File: config.mk
export PLATFORM = sky130hd
export DESIGN_NAME = vram_write_scheduler
export DESIGN_NICKNAME = d
export VERILOG_FILES = /design/src/rtl/vram_write_scheduler_pkg.sv /design/src/rtl/vram_write_scheduler_sync_fifo.sv /design/src/rtl/vram_write_scheduler.sv
export SDC_FILE = /design/constraint.sdc
export NUM_CORES = 1
export LEC_CHECK = 0
export ABC_AREA = 1
export CORE_ASPECT_RATIO = 0.6
export CORE_MARGIN = 3
export CORE_UTILIZATION = 50
export CTS_CLUSTER_DIAMETER = 40
export DETAILED_ROUTE_END_ITERATION = 8
export PLACE_DENSITY = 0.69
export RECOVER_POWER = 25
export SETUP_SLACK_MARGIN = 0.02
export SYNTH_ARGS = -nofsm -noshare
export SYNTH_HDL_FRONTEND = slang
export SYNTH_SLANG_ARGS = --single-unit
File: constraint.sdc
create_clock -name i_pix_clk -period 4.4 [get_ports i_pix_clk]
set_input_delay 0.44 -clock i_pix_clk [delete_from_list [all_inputs] [get_ports i_pix_clk]]
set_output_delay 0.44 -clock i_pix_clk [all_outputs]
set_load 0.01 [all_outputs]
File: src/rtl/vram_write_scheduler_pkg.sv
// Shared types for the VRAM write scheduler.
// FSM state encodings and default map geometry.
package vram_write_scheduler_pkg;

  typedef enum logic [1:0] {
    ST_IDLE,
    ST_DRAIN,
    ST_CLEAR
  } state_e;

  localparam int unsigned DEF_ADDR_W = 13;
  localparam int unsigned DEF_DATA_W = 8;

endpackage

File: src/rtl/vram_write_scheduler_sync_fifo.sv
// Synchronous FIFO with registered occupancy level.
// Head entry is presented combinationally on dout.
module sync_fifo #(
  parameter int W     = 21,
  parameter int DEPTH = 16
) (
  input  logic                   clk,
  input  logic                   rst,
  input  logic                   push,
  input  logic                   pop,
  input  logic [W-1:0]           din,
  output logic [W-1:0]           dout,
  output logic [$clog2(DEPTH):0] level,
  output logic                   full,
  output logic                   empty
);

  localparam int PW = $clog2(DEPTH);

  logic [W-1:0]  mem [DEPTH];
  logic [PW-1:0] wp;
  logic [PW-1:0] rp;
  logic          do_push;
  logic          do_pop;

  assign full    = (level == DEPTH[PW:0]);
  assign empty   = (level == '0);
  assign do_push = push && !full;
  assign do_pop  = pop && !empty;
  assign dout    = mem[rp];

  always_ff @(posedge clk or posedge rst) begin
    if (rst) begin
      wp    <= '0;
      rp    <= '0;
      level <= '0;
    end else begin
      if (do_push) wp <= wp + 1'b1;
      if (do_pop)  rp <= rp + 1'b1;
      level <= level
             + {{PW{1'b0}}, do_push}
             - {{PW{1'b0}}, do_pop};
    end
  end

  always_ff @(posedge clk) begin
    if (do_push) mem[wp] <= din;
  end

endmodule

File: src/rtl/vram_write_scheduler.sv
// Single-port map RAM owner: pixel fetch first,
// host FIFO writes and clear fill in free cycles.
module vram_write_scheduler
  import vram_write_scheduler_pkg::*;
#(
  parameter int                ADDR_W     = DEF_ADDR_W,
  parameter int                DATA_W     = DEF_DATA_W,
  parameter int                FIFO_DEPTH = 16,
  parameter bit                BLANK_ONLY = 1'b1,
  parameter logic [DATA_W-1:0] CLEAR_DATA = 'h20
) (
  input  logic                        i_pix_clk,
  input  logic                        i_reset,
  input  logic                        i_horz_blank,
  input  logic                        i_vert_blank,
  input  logic                        i_rd_req,
  input  logic [ADDR_W-1:0]           i_rd_addr,
  output logic                        o_rd_valid,
  output logic [DATA_W-1:0]           o_rd_data,
  input  logic                        i_wr_valid,
  input  logic [ADDR_W-1:0]           i_wr_addr,
  input  logic [DATA_W-1:0]           i_wr_data,
  output logic                        o_wr_ready,
  input  logic                        i_clear_start,
  output logic                        o_clear_busy,
  output logic [$clog2(FIFO_DEPTH):0] o_fifo_level,
  output logic [ADDR_W-1:0]           o_ram_addr,
  output logic [DATA_W-1:0]           o_ram_wdata,
  output logic                        o_ram_we,
  input  logic [DATA_W-1:0]           i_ram_rdata
);

  localparam int FW = ADDR_W + DATA_W;

  state_e              state;
  state_e              state_n;
  logic [ADDR_W-1:0]   clr_cnt;
  logic                rd_valid_q;
  logic                slot;
  logic                push;
  logic                pop;
  logic                clr_we;
  logic                fifo_full;
  logic                fifo_empty;
  logic [FW-1:0]       head;

  sync_fifo #(
    .W     (FW),
    .DEPTH (FIFO_DEPTH)
  ) u_fifo (
    .clk   (i_pix_clk),
    .rst   (i_reset),
    .push  (push),
    .pop   (pop),
    .din   ({i_wr_addr, i_wr_data}),
    .dout  (head),
    .level (o_fifo_level),
    .full  (fifo_full),
    .empty (fifo_empty)
  );

  assign o_wr_ready   = !fifo_full;
  assign push         = i_wr_valid && o_wr_ready;
  assign o_clear_busy = (state == ST_CLEAR);
  assign o_rd_valid   = rd_valid_q;
  assign o_rd_data    = rd_valid_q ? i_ram_rdata : '0;

  assign slot = !i_rd_req &&
                (!BLANK_ONLY || i_horz_blank || i_vert_blank);

  always_comb begin
    o_ram_addr  = '0;
    o_ram_wdata = '0;
    o_ram_we    = 1'b0;
    pop         = 1'b0;
    clr_we      = 1'b0;
    unique case (1'b1)
      i_rd_req: o_ram_addr = i_rd_addr;
      (slot && state == ST_CLEAR): begin
        o_ram_addr  = clr_cnt;
        o_ram_wdata = CLEAR_DATA;
        o_ram_we    = 1'b1;
        clr_we      = 1'b1;
      end
      (slot && state == ST_DRAIN && !fifo_empty): begin
        o_ram_addr  = head[FW-1:DATA_W];
        o_ram_wdata = head[DATA_W-1:0];
        o_ram_we    = 1'b1;
        pop         = 1'b1;
      end
      default: ;
    endcase
  end

  always_comb begin
    state_n = state;
    unique case (state)
      ST_IDLE: begin
        if (i_clear_start) state_n = ST_CLEAR;
        else if (push)     state_n = ST_DRAIN;
      end
      ST_DRAIN: begin
        if (i_clear_start)
          state_n = ST_CLEAR;
        else if (pop && !push && o_fifo_level == 1)
          state_n = ST_IDLE;
      end
      ST_CLEAR: begin
        // Leave only after the top address has been filled
        if (clr_we && (&clr_cnt))
          state_n = (!fifo_empty || push) ? ST_DRAIN : ST_IDLE;
      end
      default: state_n = ST_IDLE;
    endcase
  end

  always_ff @(posedge i_pix_clk or posedge i_reset) begin
    if (i_reset) begin
      state      <= ST_IDLE;
      clr_cnt    <= '0;
      rd_valid_q <= 1'b0;
    end else begin
      state      <= state_n;
      rd_valid_q <= i_rd_req;
      if (clr_we) clr_cnt <= clr_cnt + 1'b1;
    end
  end

endmodule

==> impl_metrics.env, run 1 <==
export IMPL_run_status="complete, but fails checks"
export IMPL_violations="max-capacitance violations, max-slew violations"
export IMPL_tritoncts="yes"
export IMPL_critPathMaxFanout=23
export IMPL_postCtsSetupBuffers=0
export IMPL_ios=87
export IMPL_synth_area_sq_um=15600
export IMPL_regArea_sq_um=10800
export IMPL_period_needed_ns=3.71
export IMPL_antenna_found_initial=0
export IMPL_fmax_mhz=270
export IMPL_cp_common_cell="nand3_1"
export IMPL_numCtsBuffers=35
export IMPL_synth_most_common_cell="nand2_1"
export IMPL_fin_crit_sh=0.843
export IMPL_ys_seq_area_frac=0.695
export IMPL_synth_top_area_share=0.648
export IMPL_required_ns=3.96
export IMPL_vias_per_cell=5.48
export IMPL_slowest_delay_ns=0.84
export IMPL_dieArea_sq_um=33300
export IMPL_yosys_top_cells_count="nand2_1, edfxtp_1, nand3_1"
export IMPL_crit_type="register to output pin"
export IMPL_powerDensity_nw_per_um2=618
export IMPL_yosysUniqueCellTypes=31
export IMPL_setup_viol=0
export IMPL_grt_use_met3=0.0441
export IMPL_synth_nets=1464
export IMPL_grt_pass1_wl_microns=58800
export IMPL_post_cts_hold_buffer_count=0
export IMPL_grt_util_all_layers=0.235
export IMPL_first_global_vias=10000
export IMPL_clk_pin_slew_ns=0.06
export IMPL_crit_start="u_fifo.rp[2]"
export IMPL_drtAntennaViolNets=0
export IMPL_n_fill_cell=2429
export IMPL_start_util=0.514
export IMPL_drive_above_1_share=0.0778
export IMPL_ir_worst_vdd_mv=0.259
export IMPL_r2r_start="u_fifo.level[3]"
export IMPL_hold_start="i_clear_start"
export IMPL_maxCapViolCount=1
export IMPL_p_leak_nw=6.85
export IMPL_skew_ns=0.00979
export IMPL_grt_max_degree=78
export IMPL_drv_slew=30
export IMPL_h_tree_depth=2
export IMPL_dp_hpwl_microns=21900
export IMPL_critPathSlowestCell="clkinv_1"
export IMPL_yosys_area_top_type="edfxtp_1"
export IMPL_slew_headroom=-0.262
export IMPL_async_flop_share=0.0795
export IMPL_busiest_layer="met1"
export IMPL_hold_path_class="input pin to register"
export IMPL_syn2layout_area_growth_pct=15.9
export IMPL_diodes=0
export IMPL_rows=49
export IMPL_wl_microns=38700
export IMPL_port_buffers=86
export IMPL_ys_ff_latch=365
export IMPL_cts_resized=0
export IMPL_drc=0
export IMPL_root_buffer="clkbuf_16"
export IMPL_drt_iter0_markers=1352
export IMPL_die_w_microns=234
export IMPL_overflow=0
export IMPL_core_area_sq_um=30300
export IMPL_grtUsageMet2=0.340
export IMPL_cp_data_arrival_time_ns=3.27
export IMPL_multiInputGateArea_sq_um=3980
export IMPL_synthCells=1402
export IMPL_clkSinkCount=365
export IMPL_dr_pass1_iters=5
export IMPL_critPathLaunchType="register"
export IMPL_gp_congestion=0.808
export IMPL_rsz0062_at_grt="false"
export IMPL_nNetsFinal=1552
export IMPL_cts_path_max_buffers=3
export IMPL_avgSynthCellArea_sq_um=11.1
export IMPL_use_met1=0.361
export IMPL_p_total_mw=11.1
export IMPL_synth_edf_count=336
export IMPL_endpoint_kind="output pin"
export IMPL_finalHoldViolations=0
export IMPL_tightest_slew_ns=1.89
export IMPL_synthFlopType="edfxtp_1"
export IMPL_fin_setup_tns_ns=0
export IMPL_wl_per_cell_microns=20.1
export IMPL_synth_area_leaders="edfxtp_1, nand2_1, nand3_1"
export IMPL_via_count=10500
export IMPL_ys_warnings_count=0
export IMPL_worstPathCellList="clkinv_1 -> buf_4 -> nand3_1 -> nand3_1 -> nand3_1 -> nand2_1 -> clkdlybuf4s50_1"
export IMPL_clk_latency_ns=0.52
export IMPL_die_y_microns=143
[cells in the final DEF, fill, tap and decap left out, drive strengths merged, types with 10 or more instances in the layout]
cell type / instances
a21oi: 25
inv: 108
o21ai: 47
nor3: 10
dfrtp: 29
nand2: 426
xor2: 18
clkdlybuf4s50: 74
o211ai: 14
dlygate4sd3: 12
clkbuf: 50
buf: 36
ha: 12
nand3: 228
edfxtp: 336
nor2: 64
[worst max-delay path, delay by kind of cell, from the launching register on]
family,cells,cell delay [ns]
AND/OR/NAND/NOR,4,0.51
buffers and inverters,3,1.87
flip-flops,1,0.36
[registers in the layout (all words and copies together) (netlist names)]
name,count
u_fifo.mem,336
clr_cnt,13
u_fifo.level,5
u_fifo.rp,4
u_fifo.wp,4
state,2
o_rd_valid,1
[through the flow]
step                hold WS [ns]  cells  instance area, sq um  utilization  setup slack (ns)
global route               0.570   1924                 18000        0.595             0.528
CTS                        0.308   1924                 18000        0.596             0.719
finish                     0.529   1924                 18000        0.595             0.691
detailed placement         0.532   1861                 16900        0.557              1.26
global placement           0.488   1861                 16900        0.557              1.26
floorplan                  0.471   1402                 15600            -              1.41
[where the power goes]
group,internal (mW),total [mW],switching (mW)
logic,1.14,3.67,2.53
registers,4.20,4.39,0.191
clock network,1.80,3.08,1.27
total,7.15,11.1,3.99
[layout make-up]
type	instances	area share
Sequential cell	365	0.600
Multi-Input combinational cell	857	0.221
Timing Repair Buffer	124	0.0638
Inverter	107	0.0224
Clock inverter	15	0.0104
Tap cell	408	0.0283
Clock buffer	48	0.0542
[per-layer routing]
layer  up-vias  part of all wire
li1       4958                 -
met1      4994              0.45
met2       514              0.43
met3        82             0.095
met4         0             0.027
met5         -                 0
[worst paths after layout]
check,end,slack (ns),cells past startpoint
setup / recovery,o_ram_addr[9],0.69,7
hold / removal,state[1],0.53,3
setup reg to reg,u_fifo.mem[2][16],1.52,10
hold reg to reg,u_fifo.wp[2],0.54,1
max in group asynchronous,u_fifo.rp[0],2.03,3
min in group asynchronous,u_fifo.level[3],1.03,3
[logic make-up (layout without fill, tap and decap cells)]
group / Yosys count / after routing / synth area share
adder cells (fa/ha/maj): 13 / 13 / 0.0109
buffers and inverters: 180 / 294 / 0.0521
AND/OR/NAND/NOR: 738 / 738 / 0.201
XOR/XNOR: 19 / 19 / 0.0107
AO/OA/AOI/OAI: 87 / 87 / 0.0305
flip-flops: 365 / 365 / 0.695
(Power assumes the default switching activity.)
==> inputs of run 2 (changes only) <==
Clock period 4.4 ns to 3.67 ns, I/O delays scaled along.
==> impl_metrics.env, run 2 (synthesis gave the netlist of run 1 again) <==
export IMPL_run_status="complete, but fails checks"
export IMPL_violations="max-capacitance violations, max-slew violations"
export IMPL_crit_type="register to output pin"
export IMPL_clk_pin_slew_ns=0.07
export IMPL_tightest_slew_ns=1.88
export IMPL_combPwrFrac=0.336
export IMPL_fin_util=0.598
export IMPL_maxCapViolCount=1
export IMPL_fmax_mhz=293
export IMPL_critPathLaunchType="register"
export IMPL_numCtsBuffers=35
export IMPL_n_fill_cell=2414
export IMPL_cp_top_family="buffers and inverters"
export IMPL_period_needed_ns=3.41
export IMPL_vias_per_cell=5.50
export IMPL_place_worst_setup_slack_ns=0.623
export IMPL_tritoncts="yes"
export IMPL_reg_top3="u_fifo.mem (336), clr_cnt (13), u_fifo.level (5)"
export IMPL_critPathMaxFanout=33
export IMPL_p_leak_nw=6.86
export IMPL_die_y_microns=143
export IMPL_start_util=0.514
export IMPL_whs_path_depth=3
export IMPL_instances_no_fill=1924
export IMPL_clk_latency_ns=0.52
export IMPL_powerDensity_nw_per_um2=742
export IMPL_wl_per_cell_microns=20.6
export IMPL_via_count=10600
export IMPL_cp_common_cell="nand3_1"
export IMPL_grt_util_all_layers=0.243
export IMPL_dp_cells=1860
export IMPL_fin_area_sq_um=18100
export IMPL_drc=0
export IMPL_first_global_vias=10300
export IMPL_core_area_sq_um=30300
export IMPL_syn2layout_area_growth_pct=16.4
export IMPL_p_sw_frac=0.364
export IMPL_finalHoldViolations=0
export IMPL_most_common_layout_cells="nand2_1, edfxtp_1, nand3_1"
export IMPL_regArea_sq_um=10800
export IMPL_ir_worst_vdd_mv=0.424
export IMPL_die_w_microns=234
export IMPL_reg2reg_to="u_fifo.mem[8][10]"
export IMPL_clkPwrFrac=0.267
export IMPL_r2r_start="u_fifo.level[2]"
export IMPL_rows=49
export IMPL_rsz0062_at_grt="false"
export IMPL_gp_congestion=0.788
export IMPL_drtAntennaViolNets=0
export IMPL_grt_pass1_wl_microns=61000
export IMPL_worstPathCellList="inv_6 -> buf_4 -> nand2_1 -> nand3_1 -> nand3_1 -> nand3_1 -> nand3_1 -> nand2_1 -> clkdlybuf4s50_1"
export IMPL_dr_pass1_iters=7
export IMPL_ios=87
export IMPL_dieArea_sq_um=33300
export IMPL_holdWs_ns=0.460
export IMPL_grt_max_degree=115
export IMPL_post_cts_hold_buffer_count=0
export IMPL_reg2reg_depth=10
export IMPL_slew_headroom=-0.254
export IMPL_p_int_mw=8.55
export IMPL_antenna_found_initial=0
export IMPL_fin_setup_tns_ns=0
export IMPL_diodes=0
export IMPL_critPathSlowestCell="dfrtp_4"
export IMPL_drive_above_1_share=0.0745
export IMPL_root_buffer="clkbuf_16"
export IMPL_hold_path_class="input pin to register"
export IMPL_p_total_mw=13.4
export IMPL_p_sw_mw=4.89
export IMPL_holdPathEnd="state[1]"
export IMPL_largest_reg_flops=336
export IMPL_endpoint_kind="output pin"
export IMPL_overflow=0
export IMPL_fin_crit_sh=0.930
export IMPL_top_register="u_fifo.mem"
export IMPL_h_tree_depth=2
export IMPL_hold_start="i_clear_start"
export IMPL_dp_hpwl_microns=22800
export IMPL_ff2ff_setup_slack_ns=0.92
export IMPL_wl_microns=39600
export IMPL_cp_data_arrival_time_ns=3.04
export IMPL_multiInputGateArea_sq_um=3980
export IMPL_drv_slew=30
export IMPL_setup_slack_ns=0.258
export IMPL_skew_ns=0.0132
export IMPL_final_common_cell="nand2_1"
export IMPL_slowest_delay_ns=0.64
export IMPL_required_ns=3.30
export IMPL_cp_num_buf_inv=3
export IMPL_setup_viol=0
export IMPL_clkSinkCount=365
export IMPL_seq_power_share=0.397
export IMPL_cts_path_max_buffers=3
export IMPL_postPlaceCellArea_sq_um=16900
export IMPL_drt_iter0_markers=1235
export IMPL_nNetsFinal=1552
export IMPL_port_buffers=86
-- run 2: changes by cell type in the layout (fill, tap and decap cells not counted), moves of 3 or more --
cell / before / now
buf_12: 1 / 6
clkinv_1: 2 / 10
buf_4: 35 / 27
clkbuf_1: 12 / 9
clkinv_2: 6 / 2
-- run 2: routing by layer --
metal | global-route usage | share of wire
met1 | 0.367 | 0.45
met2 | 0.367 | 0.45
met3 | 0.0472 | 0.084
met4 | 0.0601 | 0.017
met5 | 0 | 0
-- run 2: repair_timing --
| item | CTS | global route |
|---|---|---|
| endpoints found under the setup margin | 0 | 15 |
| buffers inserted | 0 | 1 |
| endpoints found under the hold margin | 0 | 0 |
| resized for setup | 0 | 3 |
-- run 2: final cells by class --
class                           instances  area share
Sequential cell                       365       0.598
Multi-Input combinational cell        857       0.220
Timing Repair Buffer                  124      0.0693
Clock buffer                           45      0.0533
Tap cell                              408      0.0282
Inverter                              107      0.0225
Clock inverter                         18     0.00940
-- run 2: worst max-delay path by stage --
stage / cells past startpoint / slack, ns / endpoint / startpoint
after floorplan: 7 / 0.68 / u_fifo.mem[11][0] / u_fifo.level[2]
after global placement: 9 / 0.67 / o_ram_addr[12] / u_fifo.rp[0]
after detailed placement: 9 / 0.62 / o_ram_addr[12] / u_fifo.rp[0]
after CTS: 9 / 0.07 / o_ram_addr[8] / u_fifo.rp[0]
after global routing: 8 / 0.07 / o_ram_wdata[4] / u_fifo.rp[1]
final: 9 / 0.26 / o_ram_addr[8] / u_fifo.rp[0]
-- run 2: worst register-to-register path, cell delays in order, from the launching register on --
cell	delay, ns
dfrtp_1	0.38
inv_1	0.07
ha_1	0.21
nand2_1	0.07
nor2_1	0.06
nand2_1	0.09
nand2_1	0.24
inv_2	0.22
nand2_1	0.18
nor2_2	0.65
buf_12	0.26
-- run 2: power groups by stage --
stage / clock network (mW) / registers [mW] / logic, mW
floorplan: 0 / 5.29 / 3.01
global placement: 0 / 5.43 / 4.36
detailed placement: 0 / 5.44 / 4.43
CTS: 3.63 / 5.36 / 4.46
global route: 3.83 / 5.38 / 5.02
finish: 3.59 / 5.34 / 4.51
